===== src/rtl/mem_pattern_tester.sv =====
// Memory pattern tester: writes a generated pattern over an address window, reads it back,
// reports the first mismatch and interleaves refresh commands when the refresh timer expires.
module mem_pattern_tester #(
   parameter int FREQ           = 54_000_000,
   parameter int AW             = 25,
   parameter int DW             = 16,
   parameter int REFRESH_CYCLES = 422
) (
   input  logic          clk,
   input  logic          reset,
   input  logic          start,
   input  logic [1:0]    mode,
   input  logic [AW-1:0] base_addr,
   input  logic [AW-1:0] length,
   output logic [AW-1:0] mem_addr,
   output logic [DW-1:0] mem_din,
   output logic          mem_wr,
   output logic          mem_rd,
   output logic          mem_refresh,
   input  logic [DW-1:0] mem_dout,
   input  logic          mem_data_ready,
   input  logic          mem_busy,
   output logic          busy,
   output logic          done,
   output logic          error,
   output logic [AW-1:0] err_addr,
   output logic [DW-1:0] err_expected,
   output logic [DW-1:0] err_actual,
   output logic [23:0]   refresh_count,
   output logic [7:0]    max_latency
);

   localparam logic [2:0] IDLE     = 3'd0;
   localparam logic [2:0] WR_ISSUE = 3'd1;
   localparam logic [2:0] WR_WAIT  = 3'd2;
   localparam logic [2:0] RD_ISSUE = 3'd3;
   localparam logic [2:0] RD_WAIT  = 3'd4;
   localparam logic [2:0] REF_WAIT = 3'd5;
   localparam logic [2:0] FINISH   = 3'd6;

   localparam int            TW      = $clog2(2 * REFRESH_CYCLES);
   localparam logic [TW-1:0] REF_INT = TW'(REFRESH_CYCLES);
   localparam logic [TW-1:0] TMR_MAX = TW'(2 * REFRESH_CYCLES - 1);

   if ((DW < 4) || (FREQ < 1) || (REFRESH_CYCLES < 1)) begin : g_bad_param
      $error("mem_pattern_tester: DW must be >= 4, FREQ and REFRESH_CYCLES positive");
   end

   // Expected data word for address a under pattern m
   function automatic logic [DW-1:0] pattern_f(input logic [1:0] m, input logic [AW-1:0] a);
      logic [AW+DW-1:0] ext_s;
      logic [DW-1:0]    xor_s;
      logic [DW-1:0]    chk_s;
      ext_s = {{DW{1'b0}}, a};
      xor_s = ext_s[DW-1:0] ^ DW'(ext_s >> DW);
      for (int i = 0; i < DW; i++) begin
         chk_s[i] = ((i % 2) == 0) ^ a[0];
      end
      case (m)
         2'd0:    return xor_s;
         2'd1:    return ~xor_s;
         2'd2:    return DW'(1'b1) << (a % AW'(DW));
         2'd3:    return chk_s;
         default: return xor_s;
      endcase
   endfunction

   logic [2:0]    state_r;
   logic [1:0]    mode_r;
   logic [AW-1:0] base_r;
   logic [AW-1:0] len_r;
   logic [AW-1:0] addr_r;
   logic [AW-1:0] cnt_r;
   logic          rd_phase_r;
   logic [TW-1:0] tmr_r;
   logic [7:0]    lat_r;
   logic          got_r;
   logic [DW-1:0] cap_r;

   logic [2:0]    state_nx_s;
   logic          issue_cmd_s;
   logic          issue_ref_s;
   logic          cmd_done_s;
   logic          mismatch_s;
   logic          wait_done_s;
   logic          last_s;
   logic          ref_needed_s;
   logic          have_s;
   logic          in_wait_s;
   logic [DW-1:0] exp_s;
   logic [DW-1:0] act_s;
   logic [TW-1:0] tmr_inc_s;
   logic [7:0]    lat_inc_s;

   // The strobe cycle itself never counts as completion, whatever mem_busy says
   assign wait_done_s  = !(mem_wr || mem_rd || mem_refresh) && !mem_busy;
   assign last_s       = (cnt_r == AW'(1'b1));
   assign ref_needed_s = (tmr_r >= REF_INT);
   assign exp_s        = pattern_f(mode_r, addr_r);
   assign have_s       = mem_data_ready || got_r;
   assign act_s        = mem_data_ready ? mem_dout : (got_r ? cap_r : {DW{1'b0}});
   assign in_wait_s    = (state_r == WR_WAIT) || (state_r == RD_WAIT) || (state_r == REF_WAIT);
   assign tmr_inc_s    = ((state_r != IDLE) && (state_r != FINISH) && (tmr_r != TMR_MAX)) ?
                         tmr_r + TW'(1'b1) : tmr_r;
   assign lat_inc_s    = (lat_r == 8'hFF) ? lat_r : lat_r + 8'd1;

   // Next-state and command decision
   always_comb begin
      state_nx_s  = state_r;
      issue_cmd_s = 1'b0;
      issue_ref_s = 1'b0;
      cmd_done_s  = 1'b0;
      mismatch_s  = 1'b0;
      case (state_r)
         IDLE: begin
            if (start) begin
               state_nx_s = (length == {AW{1'b0}}) ? FINISH : WR_ISSUE;
            end else begin
               state_nx_s = IDLE;
            end
         end
         WR_ISSUE, RD_ISSUE: begin
            if (mem_busy) begin
               state_nx_s = state_r;
            end else if (ref_needed_s) begin
               issue_ref_s = 1'b1;
               state_nx_s  = REF_WAIT;
            end else begin
               issue_cmd_s = 1'b1;
               state_nx_s  = (state_r == WR_ISSUE) ? WR_WAIT : RD_WAIT;
            end
         end
         WR_WAIT: begin
            if (wait_done_s) begin
               cmd_done_s = 1'b1;
               state_nx_s = last_s ? RD_ISSUE : WR_ISSUE;
            end else begin
               state_nx_s = WR_WAIT;
            end
         end
         RD_WAIT: begin
            if (wait_done_s) begin
               cmd_done_s = 1'b1;
               mismatch_s = !have_s || (act_s != exp_s);
               state_nx_s = (mismatch_s || last_s) ? FINISH : RD_ISSUE;
            end else begin
               state_nx_s = RD_WAIT;
            end
         end
         REF_WAIT: begin
            if (wait_done_s) begin
               state_nx_s = rd_phase_r ? RD_ISSUE : WR_ISSUE;
            end else begin
               state_nx_s = REF_WAIT;
            end
         end
         FINISH:  state_nx_s = IDLE;
         default: state_nx_s = IDLE;
      endcase
   end

   // Registered state, command strobes and status
   always_ff @(posedge clk) begin
      if (reset) begin
         state_r       <= IDLE;
         mode_r        <= 2'd0;
         base_r        <= {AW{1'b0}};
         len_r         <= {AW{1'b0}};
         addr_r        <= {AW{1'b0}};
         cnt_r         <= {AW{1'b0}};
         rd_phase_r    <= 1'b0;
         tmr_r         <= {TW{1'b0}};
         lat_r         <= 8'd0;
         got_r         <= 1'b0;
         cap_r         <= {DW{1'b0}};
         mem_addr      <= {AW{1'b0}};
         mem_din       <= {DW{1'b0}};
         mem_wr        <= 1'b0;
         mem_rd        <= 1'b0;
         mem_refresh   <= 1'b0;
         busy          <= 1'b0;
         done          <= 1'b0;
         error         <= 1'b0;
         err_addr      <= {AW{1'b0}};
         err_expected  <= {DW{1'b0}};
         err_actual    <= {DW{1'b0}};
         refresh_count <= 24'd0;
         max_latency   <= 8'd0;
      end else begin
         state_r     <= state_nx_s;
         busy        <= (state_nx_s != IDLE);
         done        <= (state_nx_s == FINISH);
         mem_wr      <= issue_cmd_s && !rd_phase_r;
         mem_rd      <= issue_cmd_s && rd_phase_r;
         mem_refresh <= issue_ref_s;
         tmr_r       <= issue_ref_s ? tmr_inc_s - REF_INT : tmr_inc_s;
         if ((state_r == IDLE) && start) begin
            mode_r        <= mode;
            base_r        <= base_addr;
            len_r         <= length;
            addr_r        <= base_addr;
            cnt_r         <= length;
            rd_phase_r    <= 1'b0;
            error         <= 1'b0;
            err_addr      <= {AW{1'b0}};
            err_expected  <= {DW{1'b0}};
            err_actual    <= {DW{1'b0}};
            refresh_count <= 24'd0;
            max_latency   <= 8'd0;
         end
         if (issue_cmd_s) begin
            mem_addr <= addr_r;
            if (!rd_phase_r) mem_din <= exp_s;
            got_r <= 1'b0;
         end
         if (issue_cmd_s || issue_ref_s) lat_r <= 8'd0;
         if (issue_ref_s) refresh_count <= refresh_count + 24'd1;
         if (in_wait_s && !wait_done_s) lat_r <= lat_inc_s;
         if ((state_r == RD_WAIT) && mem_data_ready) begin
            got_r <= 1'b1;
            cap_r <= mem_dout;
         end
         if (cmd_done_s) begin
            if (lat_r > max_latency) max_latency <= lat_r;
            if (last_s) begin
               addr_r     <= base_r;
               cnt_r      <= len_r;
               rd_phase_r <= 1'b1;
            end else begin
               addr_r <= addr_r + AW'(1'b1);
               cnt_r  <= cnt_r - AW'(1'b1);
            end
         end
         if (mismatch_s) begin
            error        <= 1'b1;
            err_addr     <= addr_r;
            err_expected <= exp_s;
            err_actual   <= act_s;
         end
      end
   end

endmodule


===== config.mk =====
export PLATFORM = sky130hd
export DESIGN_NAME = mem_pattern_tester
export DESIGN_NICKNAME = d
export VERILOG_FILES = /design/src/rtl/mem_pattern_tester.sv
export SDC_FILE = /design/constraint.sdc
export NUM_CORES = 1
export LEC_CHECK = 0
export CELL_PAD_IN_SITES_DETAIL_PLACEMENT = 1
export CELL_PAD_IN_SITES_GLOBAL_PLACEMENT = 1
export CORE_ASPECT_RATIO = 0.9
export CORE_MARGIN = 3
export CORE_UTILIZATION = 36
export CTS_CLUSTER_DIAMETER = 120
export DETAILED_ROUTE_END_ITERATION = 12
export GPL_TIMING_DRIVEN = 0
export PLACE_DENSITY_LB_ADDON = 0.1
export RECOVER_POWER = 25
export SKIP_CTS_REPAIR_TIMING = 1
export SLEW_MARGIN = 10
export SYNTH_ARGS = -nofsm -noshare
export SYNTH_HDL_FRONTEND = slang
export SYNTH_SLANG_ARGS = --single-unit

===== constraint.sdc =====
create_clock -name clk -period 2.61 [get_ports clk]
set_input_delay 0.261 -clock clk [delete_from_list [all_inputs] [get_ports clk]]
set_output_delay 0.261 -clock clk [all_outputs]
set_load 0.02 [all_outputs]

==> impl_metrics.csv <==
group,metric,value,unit
logic_synthesis,postSynthAreaPerCell,8.01,µm²
floorplan,io_pins,209,
setup_path,cp.required,3.02,ns
outcome,violations,"setup timing",
drt,via_per_inst,5.60,
timing,post-route-period-util,116,%
clock_tree,h-tree-depth,2,
finish,antenna-diode-count,0,
logic_synthesis,synth-async-reset-ratio,0,%
logic_synthesis,yosys-top-cells-area,"dfxtp_1 (42%), nand2_1 (9.5%), a21oi_1 (6.9%)",
global_routing,grt_pass1_wl,81600,µm
logic_synthesis,synth-warning-count,0,
timing,tns,-21.52,ns
floorplan,design.die.area,39300,µm²
global_routing,track_usage,26.3,%
setup_path,timing.rr.end,"err_addr[4]",
finish,final_util,50.1,%
placed_design,place.port_buffers,207,
floorplan,initial_core_util,36.7,%
clock_tree,path_clk_slew,0.06,ns
timing,rsz0062_at_grt,"yes",
timing,worst_slew_pin_slew,1.07,ns
drt,vias,13600,
worst_hold_path,hold_class,"in2reg",
power_and_ir_drop,switching_share,28.6,%
drt,routedWlPerCell,22.6,µm
placed_design,dpl_cell_area,16000,µm²
drt,detail_route.iter0.violations,938,
setup_path,worstSetupEndpointType,"flip-flop",
timing,worst_slack,-0.421,ns
clock_tree,cts_tree,"yes",
setup_path,cp_max_fo,7,
drt,drtPass1Iterations,5,
power_and_ir_drop,p_clk_share,43.5,%
setup_path,start_kind,"flip-flop",
global_routing,antenna_found_initial,1,
logic_synthesis,ys_ff_latch,277,
finish,nets,2021,
worst_hold_path,worstHoldStart,"base_addr[10]",
power_and_ir_drop,p_total,11.5,mW
global_routing,first_global_vias,13500,
timing,fmax,330,MHz
drt,post-route-drc-count,0,
power_and_ir_drop,p_leak,6.95,nW
logic_synthesis,syn_area,13300,µm²
floorplan,fp.dieH,188,µm
placed_design,hpwl,39400,µm
power_and_ir_drop,peakVddDrop,0.340,mV
setup_path,ff2ff_path_depth,14,
floorplan,die_w,209,µm
setup_path,r2r_slack,-0.42,ns
placed_design,place_ws,-1.11,ns
placed_design,place.gp.congestion,0.889,
timing,final_hold_viol_count,0,
logic_synthesis,synth_top_area_share,41.7,%
global_routing,grt_overflow_total,0,
timing,finalMaxSlewViolations,0,
logic_synthesis,syn-num-nets,1754,
power_and_ir_drop,power.internal,8.18,mW
timing,finalSetupViolCount,61,
clock_tree,insertion_delay,0.54,ns
power_and_ir_drop,comb_power_share,16.6,%
global_routing,grt_max_degree,14,
timing,min_period,3.03,ns
drt,wirelength,54700,µm
logic_synthesis,synthDistinctLibCells,71,
logic_synthesis,ys_seq_area_share,41.7,%
clock_tree,cts_buffer_depth,3,
power_and_ir_drop,p_switching,3.27,mW
logic_synthesis,syn_inst,1660,
setup_path,r2r-start,"addr_r[0]",
logic_synthesis,synth_edf_count,0,
worst_hold_path,whs_endpoint,"base_r[10]",
floorplan,rows,66,
logic_synthesis,yosys.area.top_type,"dfxtp_1",
timing,relSlewSlack,28.4,%
clock_tree,root_buffer,"clkbuf_16",
power_and_ir_drop,power_density,631,nW/µm²
logic_synthesis,synth_ff_type,"dfxtp_1",
power_and_ir_drop,p_seq_share,39.9,%
outcome,status,"finished with violations",
floorplan,core-area,36300,µm²
timing,finClkSkew,0.0237,ns
worst_hold_path,hold_depth,3,
finish,layout-drive-gt1-share,14.6,%
clock_tree,numCtsBuffers,34,
drt,ant_nets,0,
clock_tree,cts_sinks,277,
setup_path,worst-setup-path-type,"reg2reg",
finish,stdcell_area,18100,µm²
job,cap_violations,0,
finish,syn2layout_area_growth,36.5,%
setup_path,critical_path_arrival,3.44,ns
## critical path, cell delays in order (launching register included)
cell and delay [ns]:
dfxtp_4 0.38, buf_12 0.14, inv_4 0.07, ha_4 0.15, nor4b_1 0.34, o21ai_1 0.13
o21ai_2 0.19, xnor2_1 0.17, a2111oi_4 0.28, and4_1 0.28, buf_6 0.14, nor3_4 0.07
buf_12 0.18, clkbuf_16 0.15, a22o_1 0.22
## flip-flops by register name (all words and copies together) (netlist names), 2 cells and up
signal and cells:
mem_addr 25, max_latency 8, base_r 25, tmr_r 10, err_expected 16, lat_r 8
len_r 25, refresh_count 24, state_r 3, mem_din 16, cap_r 16, cnt_r 25
addr_r 25, mode_r 2, err_addr 25, err_actual 16
## cell usage in the layout, fill, tap and decap left out, drive strengths merged, types with 7 or more instances in the layout
cell and count:
nand2 336, dfxtp 277, a21oi 185, nor2 137
clkbuf 128, clkdlybuf4s50 121, dlygate4sd3 86, buf 73
xnor2 54, a22o 52, o21ai 47, xor2 39
nand3 36, nor3 32, inv 31, and3 28
a31oi 25, ha 21, a311oi 20, o211ai 17
or3 17, nor4 17, nand4 16, nand2b 13
nand3b 9, o21a 9, a221oi 8, nor3b 8
o31ai 7, nand4b 7
## layer usage
metal  track usage (%)  vias to the layer above  part of all wire (%)
met1              36.9                     6751                    46
met3              3.33                       76                   4.9
met5                 0                        -                     0
met4              5.87                        0                   2.0
li1                  -                     6369                     -
met2              43.7                      385                    47
## synth_stat cells, drive strengths merged (7+ instances only)
master,n
o21ai,47
o21a,9
nor4,17
a31oi,25
nand3,36
a311oi,20
nand2b,13
xnor2,54
a22o,52
nor3b,8
inv,30
nor3,32
nor2,137
nand2,336
buf,36
a21oi,185
o31ai,7
o211ai,17
and3,28
xor2,39
nand4,16
a221oi,8
dfxtp,277
nand4b,7
or3,17
clkbuf,92
nand3b,9
ha,21
## per-stage QoR
step,instances,hold WS (ns)
4_1_cts,2402,0.283
3_3_place_gp,2343,0.437
2_1_floorplan,1660,0.397
6_report,2425,0.318
5_1_grt,2425,0.340
3_5_place_dp,2344,0.445
## cell families after synthesis
kind of cell | Yosys count | share of synthesized area (%)
AND/OR/NAND/NOR | 690 | 23.9
AO/OA/AOI/OAI | 409 | 19.8
flip-flops | 277 | 41.7
buffers and inverters | 158 | 5.27
XOR/XNOR | 93 | 6.24
adder cells (fa/ha/maj) | 21 | 1.98
multiplexers | 12 | 1.15
## worst max path at each step
stage	startpoint	endpoint	slack, ns	cells past startpoint
2_1_floorplan	addr_r[0]	err_actual[10]	0.01	13
3_3_place_gp	tmr_r[0]	mem_din[13]	-1.28	10
3_5_place_dp	mem_data_ready	err_actual[11]	-1.11	10
4_1_cts	addr_r[0]	err_actual[6]	-1.06	12
5_1_grt	addr_r[0]	err_addr[16]	-0.45	14
6_report	addr_r[0]	err_addr[4]	-0.42	14
## layout make-up
class | count | area, µm²
Fill cell | 4309 | 18100
Multi-Input combinational cell | 1225 | 7560
Sequential cell | 277 | 5570
Timing Repair Buffer | 246 | 2480
Clock buffer | 49 | 1040
Buffer | 113 | 658
Tap cell | 476 | 596
Clock inverter | 9 | 126
Inverter | 30 | 115
## power by group through the flow
stage / clock [mW] / combinational [mW] / sequential (mW)
floorplan: 0 / 1.03 / 4.59
global placement: 0 / 1.68 / 4.59
detailed placement: 0 / 1.71 / 4.60
CTS: 5.05 / 1.72 / 4.51
global route: 5.24 / 2.04 / 4.59
finish: 4.98 / 1.90 / 4.57
(Power assumes the default switching activity.)
